[config.mk]
export PLATFORM = sky130hd
export DESIGN_NAME = mmss_countdown
export DESIGN_NICKNAME = d
export VERILOG_FILES = /design/src/rtl/mmss_countdown.sv
export SDC_FILE = /design/constraint.sdc
export NUM_CORES = 1
export LEC_CHECK = 0
export CAP_MARGIN = 20
export CORE_UTILIZATION = 25
export CTS_CLUSTER_DIAMETER = 30
export DETAILED_ROUTE_END_ITERATION = 8
export SYNTH_ARGS = -nofsm -noshare
export SYNTH_HDL_FRONTEND = slang
export SYNTH_SLANG_ARGS = --single-unit
[constraint.sdc]
create_clock -name SYSCLK -period 2.6 [get_ports SYSCLK]
set_input_delay 0.52 -clock SYSCLK [delete_from_list [all_inputs] [get_ports SYSCLK]]
set_output_delay 0.52 -clock SYSCLK [all_outputs]
set_load 0.01 [all_outputs]
[src/rtl/mmss_countdown.sv]
// rtl/mmss_countdown.sv - minute:second countdown timer with prescaler, hold, clear and auto-reload
module mmss_countdown #(
  parameter int MIN_W       = 3,
  parameter int TICK_DIV    = 1,
  parameter bit AUTO_RELOAD = 1'b0
) (
  input  logic             SYSCLK,
  input  logic             RST_B,
  input  logic [MIN_W-1:0] TIME_MIN,
  input  logic [5:0]       TIME_SEC,
  input  logic             START,
  input  logic             PAUSE,
  input  logic             CLEAR,
  output logic [MIN_W-1:0] MINUTE,
  output logic [5:0]       SECOND,
  output logic             TIME_UP,
  output logic             RUNNING
);

  localparam int PRE_W = (TICK_DIV > 1) ? $clog2(TICK_DIV) : 1;
  localparam logic [PRE_W-1:0] PRE_MAX = PRE_W'(TICK_DIV - 1);

  typedef enum logic [1:0] {S_IDLE, S_RUN, S_HOLD, S_DONE} state_t;

  state_t           state_q, state_d;
  logic [MIN_W-1:0] min_q, min_d, rld_min_q, rld_min_d;
  logic [5:0]       sec_q, sec_d, rld_sec_q, rld_sec_d;
  logic [PRE_W-1:0] pre_q, pre_d;
  logic             up_q, up_d;

  logic [5:0] ld_sec;
  logic       ld_zero, rld_zero, tick, at_one;

  assign ld_sec   = (TIME_SEC > 6'd59) ? 6'd59 : TIME_SEC;
  assign ld_zero  = (TIME_MIN == '0) && (ld_sec == 6'd0);
  assign rld_zero = (rld_min_q == '0) && (rld_sec_q == 6'd0);
  assign tick     = (pre_q == PRE_MAX);
  // 0:01 is the last value before expiry; detecting it stops the count before the minute field can wrap
  assign at_one   = (min_q == '0) && (sec_q == 6'd1);

  always_comb begin
    state_d   = state_q;
    min_d     = min_q;
    sec_d     = sec_q;
    pre_d     = pre_q;
    up_d      = up_q;
    rld_min_d = rld_min_q;
    rld_sec_d = rld_sec_q;
    if (CLEAR) begin
      state_d = S_IDLE;
      min_d   = '0;
      sec_d   = 6'd0;
      pre_d   = '0;
      up_d    = 1'b0;
    end else if (START) begin
      min_d     = TIME_MIN;
      sec_d     = ld_sec;
      rld_min_d = TIME_MIN;
      rld_sec_d = ld_sec;
      pre_d     = '0;
      up_d      = ld_zero;
      state_d   = ld_zero ? S_DONE : S_RUN;
    end else begin
      case (state_q)
        // Leaving HOLD counts on the same edge so the pause costs exactly its own cycles
        S_RUN, S_HOLD: begin
          if (PAUSE) begin
            state_d = S_HOLD;
          end else begin
            state_d = S_RUN;
            if (tick) begin
              pre_d = '0;
              if (at_one) begin
                sec_d   = 6'd0;
                up_d    = 1'b1;
                state_d = S_DONE;
              end else if (sec_q != 6'd0) begin
                sec_d = sec_q - 6'd1;
              end else begin
                sec_d = 6'd59;
                min_d = min_q - 1'b1;
              end
            end else begin
              pre_d = pre_q + 1'b1;
            end
          end
        end
        S_DONE: begin
          if (AUTO_RELOAD && !rld_zero) begin
            min_d   = rld_min_q;
            sec_d   = rld_sec_q;
            pre_d   = '0;
            up_d    = 1'b0;
            state_d = S_RUN;
          end
        end
        default: ;
      endcase
    end
  end

  always_ff @(posedge SYSCLK or negedge RST_B) begin
    if (!RST_B) begin
      state_q   <= S_IDLE;
      min_q     <= '0;
      sec_q     <= 6'd0;
      pre_q     <= '0;
      up_q      <= 1'b0;
      rld_min_q <= '0;
      rld_sec_q <= 6'd0;
    end else begin
      state_q   <= state_d;
      min_q     <= min_d;
      sec_q     <= sec_d;
      pre_q     <= pre_d;
      up_q      <= up_d;
      rld_min_q <= rld_min_d;
      rld_sec_q <= rld_sec_d;
    end
  end

  assign MINUTE  = min_q;
  assign SECOND  = sec_q;
  assign TIME_UP = up_q;
  assign RUNNING = (state_q == S_RUN);

endmodule

# After elaboration in Yosys (flattened, before gate mapping)
# Index checks and enable logic that the tools add are counted.
dict set report totals {
  out_inout_bits 11
  register_bits 13
  elab_cells 62
  input_bits 14
}
dict set report classes {
  n_eq_ne 7
  addsub 3
  magnitude_cmp 1
  reduce_logical 13
  mux 33
}
# operator n
set ops {}
lappend ops {{6-bit 2-to-1 mux} 8}
lappend ops {{3-bit 2-to-1 mux} 7}
lappend ops {{2-bit 2-to-1 mux} 7}
lappend ops {{1-bit 2-to-1 mux} 11}
lappend ops {{3-bit inequality test (second input constant)} 3}
lappend ops {{6-bit by 1-bit equality test with 1-bit output (second input constant)} 1}
lappend ops {{6-bit greater-than comparator (second input constant)} 1}
lappend ops {{3-bit zero test} 2}
lappend ops {{6-bit zero test} 1}
lappend ops {{3-bit nonzero test} 2}
lappend ops {{6-bit nonzero test} 1}
lappend ops {{6-bit by 1-bit subtractor with 6-bit output (second input constant)} 1}
lappend ops {{5-bit AND reduction} 1}
lappend ops {{4-bit AND reduction} 1}
lappend ops {{3-bit by 2-bit inequality test with 1-bit output (second input constant)} 1}
lappend ops {{3-bit AND reduction} 1}
lappend ops {{3-bit by 1-bit subtractor with 3-bit output (second input constant)} 1}
lappend ops {{2-bit by 1-bit equality test with 1-bit output (second input constant)} 1}
lappend ops {{2-bit equality test (second input constant)} 1}
lappend ops {{1-bit logical AND} 2}
lappend ops {{2-bit AND reduction} 1}
lappend ops {{2-bit OR reduction} 1}
lappend ops {{1-bit adder (second input constant)} 1}

# Longest topological paths before layout
# Gate-level depths: netlist of the first run.
dict set report depth {
  depth_word 8
  ltp_mapped 6
  ltp_nobuf 6
}

# Least setup slack after synthesis of the first run
# Ideal clock, no wire load.
dict set report synth_timing {
  path_kind {flip-flop to flip-flop}
  startpoint {register sec_q[0], in the netlist SECOND[0]}
  endpoint {register min_q[2], in the netlist MINUTE[2]}
  path_stages_with_launch 7
  arrival_time_ps 1893
  required_ps 2489
  setup_time_ps 111
  path_buffers 0
  period_less_slack_ps 2005
  slack_ps 595
  cell_sequence {dfrtp_1 -> inv_1 -> ha_1 -> or4b_4 -> nor4_4 -> a211oi_1 -> a2111oi_2}
}
dict set report synth_between {
  elab_chain_cells 4
  word_cells_on_any_way 6
  cone_classes {3 x eq/ne; 3 x reduce/logical}
}
# element line_no
set synth_lines {}
lappend synth_lines {{start, declared} 27} ;# logic [5:0] sec_q, sec_d, rld_sec_q, rld_sec_d;
lappend synth_lines {{start signal, assigned} 106} ;# sec_q <= 6'd0;
lappend synth_lines {{start signal, assigned} 114} ;# sec_q <= sec_d;
lappend synth_lines {{6-bit by 1-bit equality test with 1-bit output} 39} ;# assign at_one = (min_q == '0) && (sec_q == 6'd1);
lappend synth_lines {{1-bit logical AND} 39}
lappend synth_lines {{3-bit inequality test (no line)} n/a}
lappend synth_lines {{5-bit AND reduction (no line) *} n/a}
lappend synth_lines {{end signal, assigned} 113} ;# min_q <= min_d;
lappend synth_lines {{end, declared} 26} ;# logic [MIN_W-1:0] min_q, min_d, rld_min_q, rld_min_d;
# Every way passes the cells marked *; elsewhere a longest branch is shown, timed or not.
# A chain may end at the register's enable or synchronous reset.

# Worst setup path after layout of the first run
dict set report layout_timing {
  startpoint {register sec_q[1], in the netlist SECOND[1]}
  endpoint {register min_q[2], in the netlist MINUTE[2]}
}
# The elaborated chain is that of the path after synthesis.

==> results of run 1 <==
==> cell type report <==
type,instances,area [um^2],area share (%)
Multi-Input combinational cell,82,572,45.6
Tap cell,46,57.6,4.59
Timing Repair Buffer,27,263,20.9
Clock buffer,4,36.3,2.89
Inverter,7,26.3,2.09
Sequential cell,12,300,23.9
==> state kept, by name, summed over array words and instances, names as in the netlist <==
register	count
SECOND	6
MINUTE	3
state_q	2
TIME_UP	1
==> cells in the mapped netlist, types with 2 or more instances <==
cell      count  area [um^2]
nand2b_1      2         12.5
nand3b_1      2         15.0
nor2b_1       2         12.5
ha_1          6         75.1
o22ai_1       3         18.8
nor4_1        3         18.8
a21oi_1       7         35.0
nor3b_1       3         22.5
nor2_1        9         33.8
clkbuf_1      4         15.0
a221oi_1      2         17.5
nor3_1        4         20.0
inv_1         7         26.3
nand3_1       5         25.0
o21ai_0       5         25.0
a211oi_1      3         22.5
nand2_1       5         18.8
dfrtp_1      12          300
o21a_1        2         15.0
==> worst max-delay path: stages (launching register included) <==
cell,delay [ns]
dfrtp_1,0.44
inv_1,0.13
ha_1,0.25
or4b_4,0.51
nor4_4,0.26
a211oi_1,0.15
a2111oi_2,0.33
==> worst max-delay path by stage <==
stage | slack (ns) | end | cells past startpoint
2_1_floorplan | 0.60 | MINUTE[2] | 6
3_3_place_gp | 0.39 | MINUTE[2] | 5
3_5_place_dp | 0.36 | MINUTE[2] | 5
4_1_cts | 0.42 | MINUTE[2] | 6
5_1_grt | 0.20 | MINUTE[2] | 6
6_report | 0.42 | MINUTE[2] | 6
==> per-stage QoR <==
| stage | worst slack (ns) | cells | instance area [um^2] | utilization, % |
|---|---|---|---|---|
| 2_1_floorplan | 0.595 | 105 | 913 | - |
| 3_3_place_gp | 0.394 | 174 | 1220 | 35.7 |
| 3_5_place_dp | 0.356 | 174 | 1220 | 35.7 |
| 4_1_cts | 0.418 | 178 | 1250 | 36.7 |
| 5_1_grt | 0.200 | 178 | 1250 | 36.7 |
| 6_report | 0.421 | 178 | 1250 | 36.7 |
==> cells in the final DEF (no fill, tap or decap), types with 3 or more instances in the layout <==
cell type        count
a211oi_1             3
a21oi_1              7
buf_4                3
clkbuf_4             3
clkdlybuf4s50_1     24
dfrtp_1             12
ha_1                 6
inv_1                7
nand2_1              5
nand3_1              5
nor2_1               9
nor3_1               4
nor3b_1              3
nor4_1               3
o21ai_0              5
o22ai_1              3
==> cells by family (layout without fill, tap and decap cells) <==
logic type               count (synthesis)  count (layout)  synth area share [%]
adder cells (fa/ha/maj)                  6               6                  8.22
XOR/XNOR                                 1               1                 0.959
AND/OR/NAND/NOR                         44              44                  29.9
AO/OA/AOI/OAI                           31              31                  23.6
buffers and inverters                   11              38                  4.52
flip-flops                              12              12                  32.9
==> metal layers <==
layer | track usage (%) | up-vias | part of all wire [%]
li1 | - | 451 | -
met3 | 4.01 | 5 | 5.7
met1 | 19.8 | 455 | 47
met5 | 0 | - | 0
met4 | 4.07 | 0 | 0.80
met2 | 23.8 | 31 | 46
==> power groups by stage <==
stage / sequential (mW) / combinational (mW) / clock [mW]
after CTS: 0.224 / 0.206 / 0.161
after detailed placement: 0.228 / 0.205 / 0
final: 0.224 / 0.206 / 0.159
after global placement: 0.227 / 0.200 / 0
after global routing: 0.227 / 0.228 / 0.173
after floorplan: 0.226 / 0.114 / 0
==> metrics.cfg, run 1 <==
[drt]
routed_wl_mm=2.62
dr_total_vias=942
wl_per_cell_um=14.7
detail-route-antenna-nets=0
drtIter0Drc=22
drtPass1Iterations=4
drc=0
via_per_inst=5.29

[synthesis]
synth_cell_types=38
syn_nets=125
yosys_warnings=0
seq_area_frac_synth_pct=32.9
synth-async-reset-ratio_pct=100
ys_ff_latch=12
synth_area_um2=913
synth_edf_count=0
syn_avg_cell_area_um2=8.70
ys.flop_type=dfrtp_1
postSynthCellCount=105

[worst_setup_path]
cp-end-kind=flop
worstPathRequired_ns=2.78
worstPathMaxFanout=5
r2r_slack_ns=0.42
crit_arrival_ns=2.36
crit_start=SECOND[1]
regToRegEndpoint=MINUTE[2]
r2r_cells=6
rr_startpoint=SECOND[1]
worst_setup_path_start_kind=flop
critPathKind=flop to flop

[power]
p_sw_mw=0.198
peakVddDrop_mv=0.264
seqPwrFrac_pct=38.0
p_leak_nw=0.486
p_comb_share_pct=34.9
powerDensity_nw_per_um2=469
clkPwrFrac_pct=27.1
swShare_pct=33.6
p_int_mw=0.391
power_mw=0.589

[floorplanning]
initial_utilization_pct=26.7
die-area_um2=3900
die_w_um=62.4
die_h_um=62.4
boundaryPins=25
core_area_um2=3420
std_cell_rows=21

[job]
cap_violations=0

[timing]
final-setup-viol-count=0
finalCritPeriodShare_pct=83.8
max_clock_freq_mhz=459
whs_ns=0.530
rsz0062_at_grt=no
period_minus_slack_ns=2.18
tns_ns=0
final-hold-violation-count=0
maxSlewHeadroom_pct=51.7
clock_skew_ns=0.00127
worstMarginPinSlew_ns=0.718
drv_slew=0

[cts]
cts-htree-levels=1
clkTransAtPathRegs_ns=0.08
insertion_delay_ns=0.29
cts_root_buffer=clkbuf_4
cts_setup_buffers=0
cts_buffers=3
holdBufCountCts=0
tritoncts=yes
clockBufferDepth=2
cts_resized=0
cts.sinks=12

[grt]
grt_pass1_vias=921
grt_pass1_wl_mm=4.61
antenna_found_initial=0
grt.total_usage_pct=14.9
grt_max_degree=22
grt_overflow=0

[layout]
antenna_cells=0
final_nets=153
drive_gt1_share_pct=10.6
areaGrowthSynthToFinish_pct=37.4
fillers=373

[placed_design]
port_buffers=24
dpl.hpwl_mm=2.01
gp_congestion=0.852

[hold_path]
hold_path_depth=1
min_to=state_q[1]
hp-start=state_q[1]
worstHoldPathType=flop to flop

[outcome]
status=completed

No activity file was read; power rests on OpenSTA's default activity.
==> run 2, diff against run 1 <==
==> constraint.sdc (replaced) <==
create_clock -name SYSCLK -period 2.05 [get_ports SYSCLK]
set_input_delay 0.41 -clock SYSCLK [delete_from_list [all_inputs] [get_ports SYSCLK]]
set_output_delay 0.41 -clock SYSCLK [all_outputs]
set_load 0.01 [all_outputs]
==> metrics.cfg, run 2 (synthesis gave the netlist of run 1 again) <==
[power]
peakVddDrop_mv=0.278  ; +5.5%
powerDensity_nw_per_um2=545  ; +16%
power_mw=0.719  ; +22%
seqPwrFrac_pct=38.8  ; +0.8 points
p_int_mw=0.477  ; +22%
p_sw_mw=0.242  ; +22%
clkPwrFrac_pct=21.1  ; -6.0 points
swShare_pct=33.6  ; about the same
p_leak_nw=0.525  ; +8.0%
p_comb_share_pct=40.1  ; +5.2 points

[outcome]
status=completed

[layout]
final_nets=163  ; +6.5%
antenna_cells=0  ; unchanged
finish.utilization_pct=38.6  ; +1.9 points
drive_gt1_share_pct=18.4  ; +7.8 points
largest_reg_flops=6  ; unchanged
final_common_cell=clkdlybuf4s50_1
stdcell_count=187  ; +5.1%
areaGrowthSynthToFinish_pct=44.5
layout_common_cells=clkdlybuf4s50_1 (24), buf_4 (13), dfrtp_1 (11)
final_area_um2=1320  ; +5.2%

[worst_setup_path]
worst_setup_path_start_kind=flop
crit_arrival_ns=2.13  ; -0.23 ns
worstPathMaxFanout=6  ; +1
cp-end-kind=flop
worstPathRequired_ns=2.22  ; -0.56 ns
critPathKind=flop to flop

[placed_design]
gp_congestion=0.965  ; +13%
port_buffers=24  ; unchanged
place_ws_ns=0.0214  ; -0.335 ns
dpl.hpwl_mm=1.95  ; -3.0%
dp_cells=183  ; +5.2%
place_area_um2=1290  ; +5.5%

[timing]
worstMarginPinSlew_ns=0.589  ; -0.129 ns
tns_ns=0  ; unchanged
maxSlewHeadroom_pct=60.6  ; +8.9 points
final-setup-viol-count=0  ; unchanged
clock_skew_ns=0.00217  ; +0.000903 ns
final-hold-violation-count=0  ; unchanged
drv_slew=0  ; unchanged
setup_slack_ns=0.0890  ; -0.332 ns
finalCritPeriodShare_pct=95.7  ; +12 points
max_clock_freq_mhz=510  ; +11%
whs_ns=0.503  ; -0.0265 ns
period_minus_slack_ns=1.96  ; -0.218 ns

[floorplanning]
die_w_um=62.4  ; unchanged
boundaryPins=25  ; unchanged
die-area_um2=3900  ; unchanged
core_area_um2=3420  ; unchanged
die_h_um=62.4  ; unchanged
std_cell_rows=21  ; unchanged
initial_utilization_pct=26.7  ; unchanged

[grt]
grt_pass1_vias=902  ; -2.1%
antenna_found_initial=0  ; unchanged
grt_max_degree=13  ; -41%
grt_overflow=0  ; unchanged
grt.total_usage_pct=14.5  ; -0.49 points
grt_pass1_wl_mm=4.38  ; -4.9%

[drt]
wl_per_cell_um=13.5  ; -8.3%
drtPass1Iterations=4  ; unchanged
via_per_inst=5.11  ; -3.5%
drtIter0Drc=15  ; -32%
dr_total_vias=955  ; +1.4%
drc=0  ; unchanged
detail-route-antenna-nets=0  ; unchanged
routed_wl_mm=2.52  ; -3.7%

[cts]
clockBufferDepth=2  ; unchanged
clkTransAtPathRegs_ns=0.08  ; about the same
cts-htree-levels=1  ; unchanged
holdBufCountCts=0  ; unchanged
tritoncts=yes
cts_root_buffer=clkbuf_4
cts_buffers=3  ; unchanged
cts.sinks=12  ; unchanged
insertion_delay_ns=0.27  ; -0.02 ns

[job]
cap_violations=0  ; unchanged

[hold_path]
worstHoldPathType=input pin to asynchronous set/reset pin

[run 2: changes by cell type in the layout (fill, tap and decap cells not counted)]
cell	change
buf_4	+10
clkbuf_8	-1
dfrtp_1	-1
dfrtp_2	+1
ha_1	-1
ha_2	+1
inv_1	-1
inv_2	+1
[run 2: power by group through the flow]
stage	clock [mW]	sequential, mW	combinational, mW
floorplan	0	0.287	0.145
detailed placement	0	0.283	0.284
CTS	0.156	0.278	0.285
global placement	0	0.283	0.282
finish	0.152	0.279	0.289
global route	0.167	0.283	0.321
[run 2: final timing paths]
check	cells after the start	start	slack, ns	end
setup / recovery	7	SECOND[0]	0.09	MINUTE[0]
hold / removal	1	RST_B	0.50	MINUTE[2]
setup reg to reg	7	SECOND[0]	0.09	MINUTE[0]
hold reg to reg	1	state_q[1]	0.52	state_q[1]
max in group asynchronous	1	RST_B	1.13	SECOND[0]
min in group SYSCLK	1	state_q[1]	0.52	state_q[1]
[run 2: metal layers]
metal  track usage, %  wire, um
met5                0         0
met4             6.10        57
met3             2.37       145
met2             23.4      1110
met1             18.9      1210
[run 2: layout make-up]
type                            instances  area [um^2]
Multi-Input combinational cell         82          574
Tap cell                               46         57.6
Sequential cell                        12          302
Inverter                                7         26.3
Clock buffer                            3         22.5
Fill cell                             365         2100
Timing Repair Buffer                   37          338
[run 2: repair_timing]
item,4_1_cts,5_1_grt
setup buffers,0,1
endpoints found under the setup margin,0,1
resized for setup,0,3
[run 2: critical path, cell delays in order, from the launching register on]
cell,delay [ns]
dfrtp_2,0.44
inv_2,0.08
ha_2,0.17
or4b_4,0.48
nor4_4,0.27
buf_4,0.18
xnor2_1,0.06
o21a_1,0.17
